==> config.mk <==
export PLATFORM = sky130hd
export DESIGN_NAME = interrupt_sequencer_flat
export DESIGN_NICKNAME = d
export VERILOG_FILES = /design/src/rtl/int_seq_pkg.sv /design/src/rtl/interrupt_sequencer_if.sv /design/src/rtl/int_edge_detect.sv /design/src/rtl/interrupt_sequencer.sv /design/src/flat_wrapper.sv
export SDC_FILE = /design/constraint.sdc
export NUM_CORES = 1
export LEC_CHECK = 0
export BUFFER_PORTS_ARGS = -buffer_cell sky130_fd_sc_hd__buf_4
export CORE_MARGIN = 4
export CORE_UTILIZATION = 38
export CTS_CLUSTER_DIAMETER = 200
export CTS_CLUSTER_SIZE = 25
export DETAILED_ROUTE_END_ITERATION = 8
export SYNTH_ARGS = -nofsm -noshare
export SYNTH_HDL_FRONTEND = slang
export SYNTH_HIERARCHICAL = 1
export SYNTH_SLANG_ARGS = --single-unit
==> constraint.sdc <==
create_clock -name clk -period 1.8 [get_ports clk]
set_input_delay 0.18 -clock clk [delete_from_list [all_inputs] [get_ports clk]]
set_output_delay 0.18 -clock clk [all_outputs]
set_load 0.05 [all_outputs]
==> src/rtl/int_seq_pkg.sv <==
// Shared definitions for the interrupt sequencer: FSM state encodings,
// the condition-code and stack word widths, and a helper that packs the
// saved CCR into a stack word.
package int_seq_pkg;

    localparam int CCR_W = 3;
    localparam int STK_W = 16;

    localparam logic [2:0] IDLE     = 3'd0;
    localparam logic [2:0] DRAIN    = 3'd1;
    localparam logic [2:0] PUSH_HI  = 3'd2;
    localparam logic [2:0] PUSH_LO  = 3'd3;
    localparam logic [2:0] PUSH_CCR = 3'd4;
    localparam logic [2:0] VEC_HI   = 3'd5;
    localparam logic [2:0] VEC_LO   = 3'd6;
    localparam logic [2:0] LOAD     = 3'd7;

    function automatic logic [STK_W-1:0] ccr_word(input logic [CCR_W-1:0] c);
        return {{(STK_W-CCR_W){1'b0}}, c};
    endfunction

endpackage

==> src/rtl/interrupt_sequencer_if.sv <==
// Stack-push and vector-read handshake between the interrupt sequencer
// (master) and the data-memory arbiter (slave).
interface interrupt_sequencer_if #(
    parameter int ADDR_W = 12
);
    import int_seq_pkg::*;

    logic              push_req;
    logic [STK_W-1:0]  push_data;
    logic              push_ack;
    logic              vec_req;
    logic [ADDR_W-1:0] vec_addr;
    logic              vec_ack;
    logic [STK_W-1:0]  vec_data;

    modport master (
        output push_req, push_data, vec_req, vec_addr,
        input  push_ack, vec_ack, vec_data
    );

    modport slave (
        input  push_req, push_data, vec_req, vec_addr,
        output push_ack, vec_ack, vec_data
    );
endinterface

==> src/rtl/int_edge_detect.sv <==
// Rising-edge detector for the interrupt pin.
// Build option INT_SYNC_EN: when defined, the pin first passes through a
// 2-flop synchronizer (adds two cycles of request latency).
module int_edge_detect (
    input  logic clk,
    input  logic rst,
    input  logic interrupt,
    output logic rise
);
    logic level;
    logic prev;

`ifdef INT_SYNC_EN
    logic sync_1;
    logic sync_2;

    // Two-stage synchronizer for an asynchronous interrupt pin.
    always_ff @(posedge clk) begin
        if (rst) begin
            sync_1 <= 1'b0;
            sync_2 <= 1'b0;
        end else begin
            sync_1 <= interrupt;
            sync_2 <= sync_1;
        end
    end

    assign level = sync_2;
`else
    assign level = interrupt;
`endif

    // Previous level; reset to 1 so a pin already high at reset release is
    // not mistaken for a fresh request -- it must go low first.
    always_ff @(posedge clk) begin
        if (rst) begin
            prev <= 1'b1;
        end else begin
            prev <= level;
        end
    end

    assign rise = level & ~prev;

endmodule

==> src/rtl/interrupt_sequencer.sv <==
// Interrupt entry sequencer: freezes fetch, drains the pipeline, pushes
// return PC and CCR onto the stack, reads the ISR vector and loads the PC.
// Build option INT_SYNC_EN (see int_edge_detect) adds a pin synchronizer.
//
// state    | meaning
// ---------+---------------------------------------------------------
// IDLE     | waiting for a pending request with no multicycle op in ID
// DRAIN    | fetch frozen, letting in-flight instructions retire
// PUSH_HI  | pushing ret_pc upper half, waiting for push_ack
// PUSH_LO  | pushing ret_pc lower half, waiting for push_ack
// PUSH_CCR | pushing saved CCR, waiting for push_ack
// VEC_HI   | reading vector high word at VEC_ADDR
// VEC_LO   | reading vector low word at VEC_ADDR+1
// LOAD     | one-cycle PC load strobe and int_ack
module interrupt_sequencer
    import int_seq_pkg::*;
#(
    parameter int                DRAIN_CYCLES = 4,
    parameter int                ADDR_W       = 12,
    parameter logic [ADDR_W-1:0] VEC_ADDR     = '0,
    parameter int                PC_W         = 32
) (
    input  logic                 clk,
    input  logic                 rst,
    input  logic                 interrupt,
    input  logic                 id_multicycle,
    input  logic [PC_W-1:0]      resume_pc,
    input  logic [CCR_W-1:0]     ccr,
    output logic                 freeze_fetch,
    interrupt_sequencer_if.master mem,
    output logic                 pc_load,
    output logic [PC_W-1:0]      pc_load_val,
    output logic                 int_busy,
    output logic                 int_ack
);
    localparam int CNT_W = (DRAIN_CYCLES > 1) ? $clog2(DRAIN_CYCLES) : 1;
    localparam logic [CNT_W-1:0] DRAIN_LOAD = CNT_W'(DRAIN_CYCLES - 1);
    localparam logic [ADDR_W-1:0] VEC_ADDR_LO = VEC_ADDR + ADDR_W'(1);

    logic [2:0]       state;
    logic             pending;
    logic             int_rise;
    logic             start;
    logic [CNT_W-1:0] drain_cnt;
    logic [PC_W-1:0]  ret_pc;
    logic [CCR_W-1:0] sav_ccr;
    logic [STK_W-1:0] vec_hi;
    logic [STK_W-1:0] vec_lo;

    int_edge_detect u_edge (
        .clk       (clk),
        .rst       (rst),
        .interrupt (interrupt),
        .rise      (int_rise)
    );

    // A fresh edge may start service in the same cycle it is seen, so the
    // first DRAIN cycle follows the edge directly.
    assign start = (state == IDLE) && (pending || int_rise) && !id_multicycle;

    // Single-entry request latch; edges while busy merge into it.
    always_ff @(posedge clk) begin
        if (rst) begin
            pending <= 1'b0;
        end else if (start) begin
            pending <= 1'b0;
        end else if (int_rise) begin
            pending <= 1'b1;
        end
    end

    // Sequencing FSM with context capture and vector word capture.
    always_ff @(posedge clk) begin
        if (rst) begin
            state     <= IDLE;
            drain_cnt <= '0;
            ret_pc    <= '0;
            sav_ccr   <= '0;
            vec_hi    <= '0;
            vec_lo    <= '0;
        end else begin
            case (state)
                IDLE: begin
                    if (start) begin
                        state     <= DRAIN;
                        ret_pc    <= resume_pc;
                        sav_ccr   <= ccr;
                        drain_cnt <= DRAIN_LOAD;
                    end
                end
                DRAIN: begin
                    if (drain_cnt == '0) begin
                        state <= PUSH_HI;
                    end else begin
                        drain_cnt <= drain_cnt - 1'b1;
                    end
                end
                PUSH_HI:  if (mem.push_ack) state <= PUSH_LO;
                PUSH_LO:  if (mem.push_ack) state <= PUSH_CCR;
                PUSH_CCR: if (mem.push_ack) state <= VEC_HI;
                VEC_HI: begin
                    if (mem.vec_ack) begin
                        vec_hi <= mem.vec_data;
                        state  <= VEC_LO;
                    end
                end
                VEC_LO: begin
                    if (mem.vec_ack) begin
                        vec_lo <= mem.vec_data;
                        state  <= LOAD;
                    end
                end
                LOAD:    state <= IDLE;
                default: state <= IDLE;
            endcase
        end
    end

    // Output decode; every output is zero outside the state that uses it.
    always_comb begin
        freeze_fetch  = (state != IDLE);
        int_busy      = (state != IDLE);
        mem.push_req  = 1'b0;
        mem.push_data = '0;
        mem.vec_req   = 1'b0;
        mem.vec_addr  = '0;
        pc_load       = 1'b0;
        int_ack       = 1'b0;
        pc_load_val   = '0;
        case (state)
            PUSH_HI: begin
                mem.push_req  = 1'b1;
                mem.push_data = ret_pc[PC_W-1 -: STK_W];
            end
            PUSH_LO: begin
                mem.push_req  = 1'b1;
                mem.push_data = ret_pc[STK_W-1:0];
            end
            PUSH_CCR: begin
                mem.push_req  = 1'b1;
                mem.push_data = ccr_word(sav_ccr);
            end
            VEC_HI: begin
                mem.vec_req  = 1'b1;
                mem.vec_addr = VEC_ADDR;
            end
            VEC_LO: begin
                mem.vec_req  = 1'b1;
                mem.vec_addr = VEC_ADDR_LO;
            end
            LOAD: begin
                pc_load     = 1'b1;
                int_ack     = 1'b1;
                pc_load_val = PC_W'({vec_hi, vec_lo});
            end
            default: ;
        endcase
    end

endmodule

==> src/flat_wrapper.sv <==
// flat-port wrapper written by rule: the top's interface ports become plain ports
module interrupt_sequencer_flat import int_seq_pkg::*;
#(
    parameter int                DRAIN_CYCLES = 4,
    parameter int                ADDR_W       = 12,
    parameter logic [ADDR_W-1:0] VEC_ADDR     = '0,
    parameter int                PC_W         = 32
)
  (clk, rst, interrupt, id_multicycle, resume_pc, ccr, freeze_fetch, pc_load, pc_load_val, int_busy, int_ack, mem_push_req, mem_push_data, mem_vec_req, mem_vec_addr, mem_push_ack, mem_vec_ack, mem_vec_data);
  interrupt_sequencer_if #(.ADDR_W(ADDR_W)) mem_i ();
  input  logic clk;
  input  logic rst;
  input  logic interrupt;
  input  logic id_multicycle;
  input  logic [PC_W-1:0] resume_pc;
  input  logic [CCR_W-1:0] ccr;
  output logic freeze_fetch;
  output logic pc_load;
  output logic [PC_W-1:0] pc_load_val;
  output logic int_busy;
  output logic int_ack;
  output wire logic [$bits(mem_i.push_req)-1:0] mem_push_req;
  output wire logic [$bits(mem_i.push_data)-1:0] mem_push_data;
  output wire logic [$bits(mem_i.vec_req)-1:0] mem_vec_req;
  output wire logic [$bits(mem_i.vec_addr)-1:0] mem_vec_addr;
  input wire logic [$bits(mem_i.push_ack)-1:0] mem_push_ack;
  input wire logic [$bits(mem_i.vec_ack)-1:0] mem_vec_ack;
  input wire logic [$bits(mem_i.vec_data)-1:0] mem_vec_data;
  assign mem_push_req = mem_i.push_req;
  assign mem_push_data = mem_i.push_data;
  assign mem_vec_req = mem_i.vec_req;
  assign mem_vec_addr = mem_i.vec_addr;
  assign mem_i.push_ack = mem_push_ack;
  assign mem_i.vec_ack = mem_vec_ack;
  assign mem_i.vec_data = mem_vec_data;
  interrupt_sequencer #(.DRAIN_CYCLES(DRAIN_CYCLES), .ADDR_W(ADDR_W), .VEC_ADDR(VEC_ADDR), .PC_W(PC_W)) u_core (.clk(clk), .rst(rst), .interrupt(interrupt), .id_multicycle(id_multicycle), .resume_pc(resume_pc), .ccr(ccr), .freeze_fetch(freeze_fetch), .mem(mem_i), .pc_load(pc_load), .pc_load_val(pc_load_val), .int_busy(int_busy), .int_ack(int_ack));
endmodule
==> key figures, run 1 <==
STA
  • Fin Hold WS: between 0.03 and 0.04 ns
  • Count of final hold-check violations: 0
  • Relative slew slack: 0.6197
  • Max Slew Vio Count: 0
  • Min cycle time layout: 1.699 ns
  • RSZ-0062 raised after global routing: no
  • # setup viols final: 0
  • Worst slew pin tran: roughly 0.57 ns
  • Final setup TNS: 0 ns
  • Skew final: approximately 0.0063 ns
  • F_max: ~590 MHz
  • Tcrit/Tclk final: 0.9438

Power
  • P_leak: 0.001802 uW
  • Final Power: around 4100 uW
  • Worst vdd ir: 0.4286 mV
  • PwrDens: between 900 and 1000 nW/um^2

Logic synthesis
  • Mean Syn Cell Area: ~7.8 sq um
  • Post-synthesis async set-or-reset flop share: 0
  • Yosys reg bits: 74
  • Main flop type after synthesis: dfxtp_1
  • Area leader, netlist: dfxtp_1
  • Instance count of the mapped netlist: 432
  • Post-synthesis cell type count: 33
  • Ys Warns: 6
  • Sequential area share after synthesis: 0.4415
  • Mapped Area: 3356 sq um
  • Commonest cells post-synth: nand2_1, dfxtp_1, a21oi_1
  • Synth top area share: 0.4415
  • Most common cell in the netlist: nand2_1
  • Synth top area cells: dfxtp_1, nand2_1, a21oi_1, and2_1, mux2i_1
  • Post-synth EDFFs: 0

Min path
  • Hold EP: u_core/u_edge/prev$_SDFF_PP1_
  • Worst min-delay path class: input pin to flop
  • Worst Hold Path Cells: 2
  • Hold path start: interrupt

Layout
  • Ant diodes: 0
  • Fraction of layout cells with a size suffix above 1: 0.2756
  • Filler cells: between 800 and 900
  • Final Net Count: just under 600
  • Area grow syn2layout: 31.66%
  • Design Area, Final: 4418 sq um

Clocking
  • Worst skew pair latency: approximately 0.33 ns
  • CTS buffer count: 9
  • Clock sinks: 74
  • CTS tree: done
  • Clock-pin slew on the worst setup and hold paths: ~0.070 ns
  • CTS max path bufs: 2
  • H-tree levels: 3
  • Setup bufs post-CTS: 0
  • CTS Hold Buffers Added: 0
  • Clk root buf: clkbuf_8

Die
  • IO Pins: between 100 and 150
  • Starting density of the core: 0.3886
  • DIE AREA: ~10,000 sq um
  • Chip width: between 100 and 150 microns
  • Placement Rows: 34
  • Die Ht: about 100 microns
  • Core area: about 8600 sq um

Global routing
  • GR Util met1: 0.1886
  • All-Layer GR Usage: 0.1558
  • GR Layer Usage met3: 0.03549
  • First-pass GRT wire length: around 13 mm
  • GRT met2 Usage: 0.2679
  • Grt total ovfl: 0
  • Top Usage Layer GRT: met2
  • Initial antenna violation count: 0
  • Vias in the first global route: roughly 2,900
  • Largest net degree at the start of global routing: 55

Detailed routing
  • Post-Route WL: a little over 8 mm
  • Vias/cell: around 4.7
  • Via count: 3,057
  • ANT nets after route: 0
  • Avg WL per Cell: 12.74 microns
  • Detailed Routing Iterations Pass 1: 4
  • Initial DRC count: 106
  • DRC violations left: 0

Setup path
  • Worst Path Max Fanout: 16
  • R2r setup slk: around 0.34 ns
  • CP Launch Type: flop
  • Cell mode on critical path: buf_4
  • CP max-delay cell: dfxtp_4
  • Setup crit end kind: output port
  • Worst Path Arrival: between 1.5 and 2 ns
  • Worst R2R Start: u_core/state[1]$_SDFFE_PP0P_
  • Critical R2R Capture: u_core/ret_pc[15]$_SDFFE_PP0P_
  • Biggest cell delay along the critical path: about 0.4 ns
  • WS Path Type: flop to output port
  • Worst R2R Path Depth: 6
  • Req. time, crit path: around 1.6 ns
  • Cell Chain, Critical Path: buf_4 -> nand2_1 -> buf_4 -> o21ai_1 -> buf_4

Placed design
  • Number of port buffers: 111
  • Routability cong.: 0.8142
  • Cell Area, Placed: 4182 sq um
  • DPL Wire Length: between 5 and 6 mm

Run
  • Maxcap violations: 0

Run status
  • Status: finished clean
==> timing repair <==
| item | 4_1_cts | 5_1_grt |
|---|---|---|
| endpoints found under the setup margin | 48 | 28 |
| gates cloned | 0 | 0 |
| pin swaps | 0 | 0 |
| endpoints found under the hold margin | 0 | 0 |
| gates resized for setup | 3 | 14 |
==> layout by cell type (no fill, tap or decap), types with 2 or more instances in the layout <==
master and n:
dfxtp_4 3, buf_12 2, nor3_1 2, a21oi_1 69, nor2b_1 2, o21ai_2 2, and3_1 2, and2_1 33
buf_6 9, nand2_1 142, inv_1 6, clkbuf_8 9, dfxtp_1 71, nor2_1 20, conb_1 11, clkinv_2 2
mux2i_1 17, a221oi_1 2, buf_4 112
==> metrics by stage <==
| stage | util | instances | setup slack (ns) |
|---|---|---|---|
| floorplan | - | 442 | 0.06970 |
| global placement | 0.4842 | 630 | 0.2215 |
| detailed placement | 0.4842 | 630 | 0.1666 |
| CTS | 0.5059 | 645 | 0.01648 |
| global route | 0.5116 | 645 | 0.01348 |
| finish | 0.5116 | 645 | 0.1011 |
==> power breakdown <==
| part | internal (uW) | leakage (uW) | total, uW | switching [uW] |
|---|---|---|---|---|
| registers | 1740 | 0.000601 | 1830 | 89.1 |
| clock network | 630 | 0.0000921 | 1210 | 578 |
| logic | 420 | 0.00111 | 1110 | 691 |
| total | 2790 | 0.00180 | 4150 | 1360 |
==> flip-flops by register name, summed over array words and instances, names as in the netlist <==
name / flops
u_core/u_edge/prev: 1
u_core/vec_lo: 16
u_core/ret_pc: 32
u_core/sav_ccr: 3
u_core/pending: 1
u_core/vec_hi: 16
u_core/drain_cnt: 2
u_core/state: 3
==> worst max-delay path by stage <==
stage                                  from                      endpoint  slack (ns)  cells past startpoint
6_report       u_core/state[1]$_SDFFE_PP0P_              mem_push_data[0]        0.10                      5
3_5_place_dp   u_core/state[0]$_SDFFE_PP0P_  u_core/state[0]$_SDFFE_PP0P_        0.17                      5
5_1_grt        u_core/state[1]$_SDFFE_PP0P_             mem_push_data[12]        0.01                      5
4_1_cts        u_core/state[1]$_SDFFE_PP0P_              mem_push_data[2]        0.02                      5
3_3_place_gp   u_core/state[0]$_SDFFE_PP0P_  u_core/state[0]$_SDFFE_PP0P_        0.22                      5
2_1_floorplan  u_core/state[0]$_SDFFE_PP0P_             mem_push_data[10]        0.07                      5
==> routing by layer <==
metal  vias to the layer above  share of wire  wire (microns)
met1                      1379           0.43            3557
met4                         0          0.013             109
met5                         -              0               0
met2                        98           0.48            3936
met3                        13          0.074             612
li1                       1567              -               -
==> logic make-up (layout without fill, tap and decap cells) <==
| group | after synthesis | after routing | synth area share |
|---|---|---|---|
| adder cells (fa/ha/maj) | 1 | 1 | 0.003728 |
| AO/OA/AOI/OAI | 77 | 77 | 0.1201 |
| XOR/XNOR | 1 | 1 | 0.002610 |
| AND/OR/NAND/NOR | 211 | 211 | 0.2823 |
| flip-flops | 74 | 74 | 0.4415 |
| buffers and inverters | 49 | 144 | 0.09470 |
| other | 1 | 11 | 0.001117 |
| multiplexers | 18 | 18 | 0.05406 |
==> worst max-delay path: cells and delay by family, from the launching register on <==
family	cells	cell delay [ns]
buf+inv	3	0.58
flops	1	0.39
simple gates	1	0.06
compound gates	1	0.15
==> layout make-up <==
class | instances | area (sq um) | share of cell area
well taps | 108 | 135.1 | 0.03059
inverters | 6 | 22.52 | 0.005098
multi-input cells | 319 | 1602 | 0.3625
clock buffers | 10 | 127.6 | 0.02889
flip-flops and latches | 74 | 1493 | 0.3379
repair buffers | 123 | 982.2 | 0.2223
clock inverters | 5 | 56.30 | 0.01274
Power figures use the tool's default switching activity.
==> run 2, diff against run 1 <==
--- a/config.mk
+++ b/config.mk
@@ -11,6 +11,7 @@
 export CTS_CLUSTER_DIAMETER = 200
 export CTS_CLUSTER_SIZE = 25
 export DETAILED_ROUTE_END_ITERATION = 8
+export RECOVER_POWER = 25
 export SYNTH_ARGS = -nofsm -noshare
 export SYNTH_HDL_FRONTEND = slang
 export SYNTH_HIERARCHICAL = 1
==> run 2 against run 1 <==
  * Worst setup slack improved by 0.0053 ns
  * Utilization fell by 0.17 points
  * Die area did not move
  * Highest routed layer unchanged
  * Sequential power barely moved
  * Clock power barely moved
  * Non-clock buffer count did not move
  * First-iteration DRC count rose by 13%
  * Register-to-register slack got worse by 0.07 ns
==> key figures, run 2 (synthesized netlist as in run 1, its figures left out) <==
STA
  • Final setup margin: 0.1064 ns (+0.005300 ns)
  • Min cycle time layout: 1.694 ns (-0.005300 ns)
  • Tcrit/Tclk final: 0.9409 (-0.002944)
  • Relative slew slack: 0.2526 (-0.3671)
  • Final setup TNS: 0 ns (unchanged)
  • Count of final hold-check violations: 0 (unchanged)
  • Max Slew Vio Count: 0 (unchanged)
  • # setup viols final: 0 (unchanged)
  • F_max: 590.5 MHz (+0.31%)
  • Worst slew pin tran: 1.121 ns (+0.5506 ns)
  • Skew final: 0.006414 ns (+0.00009185 ns)
  • RSZ-0062 raised after global routing: no

Layout
  • Ant diodes: 0 (unchanged)
  • Most frequent cells in the layout: nand2_1, buf_4, dfxtp_1
  • Flip-flop count of the largest register after layout: 32 (unchanged)
  • Reg with most FFs: u_core/ret_pc
  • Layout Utilization: 0.5099 (-0.001739)
  • Filler cells: 874 (+0.46%)
  • Design Area, Final: 4403 sq um (-0.34%)
  • Most common cell after layout, fill and taps aside: nand2_1
  • Final Net Count: 591 (unchanged)
  • Area grow syn2layout: 31.21%
  • Fraction of layout cells with a size suffix above 1: 0.2719 (-0.003724)
  • Top flop regs: u_core/ret_pc: 32 flops, u_core/vec_hi: 16 flops, u_core/vec_lo: 16 flops

Detailed routing
  • Detailed Routing Iterations Pass 1: 5 (+1)
  • Initial DRC count: 120 (+13%)
  • ANT nets after route: 0 (unchanged)
  • Vias/cell: 4.749 (+0.20%)
  • DRC violations left: 0 (unchanged)
  • Via count: 3,063 (+0.20%)
  • Avg WL per Cell: 12.78 microns (+0.37%)
  • Post-Route WL: 8.245 mm (+0.37%)

Global routing
  • Grt total ovfl: 0 (unchanged)
  • Largest net degree at the start of global routing: 55 (unchanged)
  • All-Layer GR Usage: 0.1558 (unchanged)
  • Initial antenna violation count: 0 (unchanged)
  • First-pass GRT wire length: 12.99 mm (unchanged)
  • Vias in the first global route: 2,867 (unchanged)

Placed design
  • Cell Area, Placed: 4182 sq um (unchanged)
  • Setup WS pre-CTS: 0.1666 ns (unchanged)
  • DPL Wire Length: 5.909 mm (unchanged)
  • Number of port buffers: 111 (unchanged)
  • Routability cong.: 0.8142 (unchanged)

Setup path
  • Biggest cell delay along the critical path: 0.39 ns (about the same)
  • WS Path Type: flop to output port
  • Worst R2R Start: u_core/drain_cnt[0]$_SDFFE_PP0P_
  • WP buf/inv: 3 (unchanged)
  • CP delay by family, top: buffers and inverters
  • Setup crit end kind: output port
  • Worst Path Max Fanout: 16 (unchanged)
  • Cell mode on critical path: buf_4
  • CP Launch Type: flop
  • Worst Path Arrival: 1.51 ns (about the same)
  • R2r setup slk: 0.27 ns (-0.07 ns)
  • CP max-delay cell: dfxtp_4
  • Critical R2R Capture: u_core/drain_cnt[1]$_SDFFE_PP0P_
  • Worst R2R Path Depth: 5 (-1)
  • Cell Chain, Critical Path: buf_4 -> nand2_1 -> buf_4 -> o21ai_1 -> buf_4
  • Req. time, crit path: 1.62 ns (about the same)

Power
  • P_leak: 0.001799 uW (-0.18%)
  • Final Power: 4145 uW (about the same)
  • PwrDens: 941.4 nW/um^2 (+0.28%)
  • Worst vdd ir: 0.4292 mV (+0.13%)

Die
  • Die Ht: 102.0 microns (unchanged)
  • Placement Rows: 34 (unchanged)
  • IO Pins: 123 (unchanged)
  • Core area: 8636 sq um (unchanged)
  • Starting density of the core: 0.3886 (unchanged)
  • Chip width: 102.0 microns (unchanged)
  • DIE AREA: 10,400 sq um (unchanged)

Clocking
  • Clock-pin slew on the worst setup and hold paths: 0.07 ns (about the same)
  • Worst skew pair latency: 0.33 ns (about the same)
  • Clock sinks: 74 (unchanged)
  • Clk root buf: clkbuf_8
  • CTS tree: done
  • H-tree levels: 3 (unchanged)
  • CTS max path bufs: 2 (unchanged)
  • CTS Hold Buffers Added: 0 (unchanged)
  • CTS buffer count: 9 (unchanged)

Min path
  • Worst min-delay path class: input pin to flop
  • Hold EP: u_core/u_edge/prev$_SDFF_PP1_
  • Worst Hold Path Cells: 2 (unchanged)
  • Hold path start: interrupt

Run status
  • Status: finished clean

Run
  • Maxcap violations: 0 (unchanged)
run 2: cell types whose count changed in the layout (fill, tap and decap cells not counted), sizes merged:
cell    previous run  this run
buf              123       120
clkbuf            10        13
run 2: what timing repair did:
action,CTS,global route
hold endpoints to repair,0,0
setup endpoints to repair,48,28
setup buffers,0,0
gates resized for setup,3,14
run 2: how the worst max path moves through the flow:
stage,slack (ns),to,from,cells after the start
2_1_floorplan,0.07,mem_push_data[10],u_core/state[0]$_SDFFE_PP0P_,5
3_3_place_gp,0.22,u_core/state[0]$_SDFFE_PP0P_,u_core/state[0]$_SDFFE_PP0P_,5
3_5_place_dp,0.17,u_core/state[0]$_SDFFE_PP0P_,u_core/state[0]$_SDFFE_PP0P_,5
4_1_cts,0.02,mem_push_data[2],u_core/state[1]$_SDFFE_PP0P_,5
5_1_grt,0.02,mem_push_data[12],u_core/state[1]$_SDFFE_PP0P_,5
6_report,0.11,mem_push_data[0],u_core/state[1]$_SDFFE_PP0P_,5
run 2: where the power goes:
part	switching [uW]	internal (uW)	total (uW)
sequential	89.2	1740	1830
combinational	687	418	1100
clock	581	631	1210
run 2: final cells by class:
class / count / area, sq um / area share
sequential: 74 / 1493 / 0.3390
inverter: 6 / 22.52 / 0.005115
clock buffer: 10 / 127.6 / 0.02899
multi-input combinational: 319 / 1594 / 0.3620
timing repair buffer: 123 / 974.7 / 0.2214
clock inverter: 5 / 56.30 / 0.01279
tap: 108 / 135.1 / 0.03069
run 2: through the flow:
| step | cells | hold slack [ns] |
|---|---|---|
| finish | 645 | 0.03149 |
| global route | 645 | 0.02846 |
| CTS | 645 | 0.01052 |
| detailed placement | 630 | 0.3743 |
| global placement | 630 | 0.3717 |
| floorplan | 442 | 0.2771 |
run 2: worst register-to-register path, cell delays in order (launching register included):
cell      delay [ns]
dfxtp_1         0.35
inv_1           0.05
ha_1            0.21
nor4_1          0.45
nor2_1          0.08
a221oi_1        0.26
run 2: layer usage:
layer,track usage,vias to the layer above,wire length (microns)
met3,0.03549,13,599
met5,0,-,0
li1,-,1569,-
met1,0.1886,1388,3590
met2,0.2679,93,3945
met4,0.06155,0,109
==> run 3, diff against run 2 <==
--- a/config.mk
+++ b/config.mk
@@ -14,5 +14,4 @@
 export RECOVER_POWER = 25
 export SYNTH_ARGS = -nofsm -noshare
 export SYNTH_HDL_FRONTEND = slang
-export SYNTH_HIERARCHICAL = 1
 export SYNTH_SLANG_ARGS = --single-unit
==> run 3 against run 2 <==
  * Global-route usage increased by 0.38 points
  * Largest cell class unchanged
  * Utilization is 1.5 points higher
  * Critical endpoint is now pc_load_val[15]
  * First-iteration DRC count decreased by 36%
  * Sequential power down 5%
  * Critical path depth unchanged
  * Final cell count up 1.6%
  * Synthesized cell count grew 2.1%
  * Hold slack better by 0.0072 ns
  * Highest routed layer unchanged
==> key figures, run 3 <==
Logic synthesis
  • Main flop type after synthesis: dfxtp_1
  • Sequential area share after synthesis: 0.4410 (-0.0004933)
  • Most common cell in the netlist: nand2_1
  • Post-synthesis mux area share: 0.05438 (+0.0003120)
  • Mean Syn Cell Area: 7.618 sq um (-1.9%)
  • Ys Warns: 0 (-6)
  • Post-synth EDFFs: 0 (unchanged)
  • Mapped Area: 3359 sq um (+0.11%)
  • Yosys reg bits: 74 (unchanged)
  • Synth top area share: 0.4410 (-0.0004933)
  • Synth top area cells: dfxtp_1, nand2_1, a21oi_1, and2_1, mux2i_1
  • Post-synthesis cell type count: 38 (+15%)
  • Combinational family with the most area after synthesis: simple AND/OR/NAND/NOR gates
  • Instance count of the mapped netlist: 441 (+2.1%)
  • Synth Area in Simple Gates: 0.2741 (-0.008137)
  • Area leader, netlist: dfxtp_1
  • Commonest cells post-synth: nand2_1, dfxtp_1, a21oi_1
  • Post-synthesis adder-cell area fraction: 0.003724 (-0.000004166)
  • Synth Area in Compound Gates: 0.1419 (+0.02184)
  • Xor-xnor portion of the synthesized cell area: 0 (-0.002610)
  • Post-synthesis async set-or-reset flop share: 0 (unchanged)

Detailed routing
  • Initial DRC count: 77 (-36%)
  • Detailed Routing Iterations Pass 1: 4 (-1)
  • Via count: 3,054 (-0.29%)
  • Avg WL per Cell: 12.60 microns (-1.5%)
  • Vias/cell: 4.663 (-1.8%)
  • ANT nets after route: 0 (unchanged)
  • Post-Route WL: 8.251 mm (about the same)
  • DRC violations left: 0 (unchanged)

Power
  • Worst vdd ir: 0.3426 mV (-20%)
  • PwrDens: 862.5 nW/um^2 (-8.4%)
  • P_leak: 0.001821 uW (+1.3%)

Die
  • Die Ht: 102.0 microns (about the same)
  • IO Pins: 123 (unchanged)
  • Chip width: 102.0 microns (about the same)
  • Core area: 8678 sq um (+0.49%)
  • Placement Rows: 34 (unchanged)
  • Starting density of the core: 0.3871 (-0.001472)
  • DIE AREA: 10,410 sq um (+0.11%)

Setup path
  • WS Path Type: flop to output port
  • Setup crit end kind: output port
  • Worst Path Max Fanout: 34 (+18)
  • Biggest cell delay along the critical path: 0.34 ns (-0.05 ns)
  • Worst Path Arrival: 1.54 ns (+0.03 ns)
  • Req. time, crit path: 1.62 ns (about the same)
  • CP Launch Type: flop
  • WP buf/inv: 3 (unchanged)
  • CP max-delay cell: dfxtp_1
  • Cell Chain, Critical Path: buf_6 -> and3_4 -> buf_12 -> and2_1 -> buf_4
  • CP delay by family, top: buffers and inverters

Global routing
  • All-Layer GR Usage: 0.1596 (+0.003758)
  • Vias in the first global route: 2,864 (-0.10%)
  • First-pass GRT wire length: 13.32 mm (+2.6%)
  • Grt total ovfl: 0 (unchanged)
  • Initial antenna violation count: 0 (unchanged)
  • Largest net degree at the start of global routing: 63 (+15%)

Clocking
  • Clock sinks: 74 (unchanged)
  • H-tree levels: 3 (unchanged)
  • Setup bufs post-CTS: 0 (unchanged)
  • Clk root buf: clkbuf_8
  • CTS buffer count: 9 (unchanged)
  • Worst skew pair latency: 0.35 ns (+0.02 ns)
  • CTS max path bufs: 2 (unchanged)
  • Clock-pin slew on the worst setup and hold paths: 0.08 ns (about the same)
  • CTS tree: done

Layout
  • Top flop regs: u_core.ret_pc: 32 flops, u_core.vec_hi: 16 flops, u_core.vec_lo: 16 flops
  • Ant diodes: 0 (unchanged)
  • Flip-flop count of the largest register after layout: 32 (unchanged)
  • Filler cells: 857 (-1.9%)
  • Fraction of layout cells with a size suffix above 1: 0.2870 (+0.01514)
  • Reg with most FFs: u_core.ret_pc
  • Design Area, Final: 4552 sq um (+3.4%)
  • Most common cell after layout, fill and taps aside: nand2_1
  • Final Net Count: 600 (+1.5%)
  • Area grow syn2layout: 35.49%
  • Most frequent cells in the layout: nand2_1, buf_4, dfxtp_1

STA
  • Max Slew Vio Count: 0 (unchanged)
  • Min cycle time layout: 1.718 ns (+0.02484 ns)
  • Relative slew slack: 0.1581 (-0.09454)
  • Final setup margin: 0.08161 ns (-0.02484 ns)
  • Skew final: 0.01473 ns (+0.008315 ns)
  • Worst slew pin tran: 1.263 ns (+0.1418 ns)
  • F_max: 581.9 MHz (-1.4%)
  • Tcrit/Tclk final: 0.9547 (+0.01380)
  • Fin Hold WS: 0.03873 ns (+0.007237 ns)
  • Final setup TNS: 0 ns (unchanged)
  • Count of final hold-check violations: 0 (unchanged)
  • # setup viols final: 0 (unchanged)

Min path
  • Worst min-delay path class: input pin to flop

Placed design
  • Setup WS pre-CTS: 0.1717 ns (+0.005085 ns)
  • Number of port buffers: 111 (unchanged)
  • DPL Wire Length: 5.801 mm (-1.8%)
  • Cell Area, Placed: 4288 sq um (+2.5%)
  • Routability cong.: 0.7794 (-4.3%)

Run
  • Maxcap violations: 0 (unchanged)

Run status
  • Status: finished clean
run 3: path summary, 6_finish.rpt:
kind | startpoint | end | slack (ns) | depth (start not counted)
setup / recovery | u_core.state[2]$_SDFFE_PP0P_ | pc_load_val[15] | 0.08 | 5
hold / removal | interrupt | u_core.u_edge.prev$_SDFF_PP1_ | 0.04 | 2
setup reg to reg | u_core.state[0]$_SDFFE_PP0P_ | u_core.ret_pc[15]$_SDFFE_PP0P_ | 0.17 | 5
hold reg to reg | u_core.vec_hi[7]$_SDFFE_PP0P_ | u_core.vec_hi[7]$_SDFFE_PP0P_ | 0.45 | 2
run 3: stage by stage:
stage | instances | utilization | total power, uW
finish | 655 | 0.5245 | 3926
global route | 655 | 0.5245 | 4117
CTS | 655 | 0.5219 | 3992
detailed placement | 639 | 0.4941 | 2500
global placement | 639 | 0.4941 | 2494
floorplan | 451 | - | 2285
run 3: metal layers:
layer	wire, microns	GRT usage	up-vias
met5	0	0	-
met4	72	0.06054	0
met2	3775	0.2534	102
met3	652	0.04027	6
li1	-	-	1602
met1	3751	0.2094	1344
run 3: final cells by class:
cell class | instances | area (sq um) | share of cell area
Multi-Input combinational cell | 325 | 1660 | 0.3648
Sequential cell | 74 | 1485 | 0.3263
Timing Repair Buffer | 124 | 1008 | 0.2216
Clock buffer | 10 | 137.6 | 0.03024
Tap cell | 108 | 135.1 | 0.02969
Clock inverter | 6 | 95.09 | 0.02089
Inverter | 8 | 30.03 | 0.006597
run 3: cells by family after synthesis:
| kind of cell | count (synthesis) |
|---|---|
| and+or+nand+nor | 210 |
| other | 1 |
| DFF | 74 |
| buffers and inverters | 52 |
| muxes | 18 |
| AOI/OAI and AO/OA | 85 |
| adders and majority gates | 1 |
run 3: what timing repair did:
action                     4_1_cts  5_1_grt
hold buffers                     0        0
hold endpoints to repair         0        0
setup endpoints to repair       47       39
gates resized for setup          3       13
pin swaps                        0        0
run 3: report_power, final:
group          switching (uW)  leakage, uW  total, uW  internal, uW
sequential               39.6     0.000599       1730          1700
clock                     649     0.000118       1480           836
combinational             433      0.00110        707           274
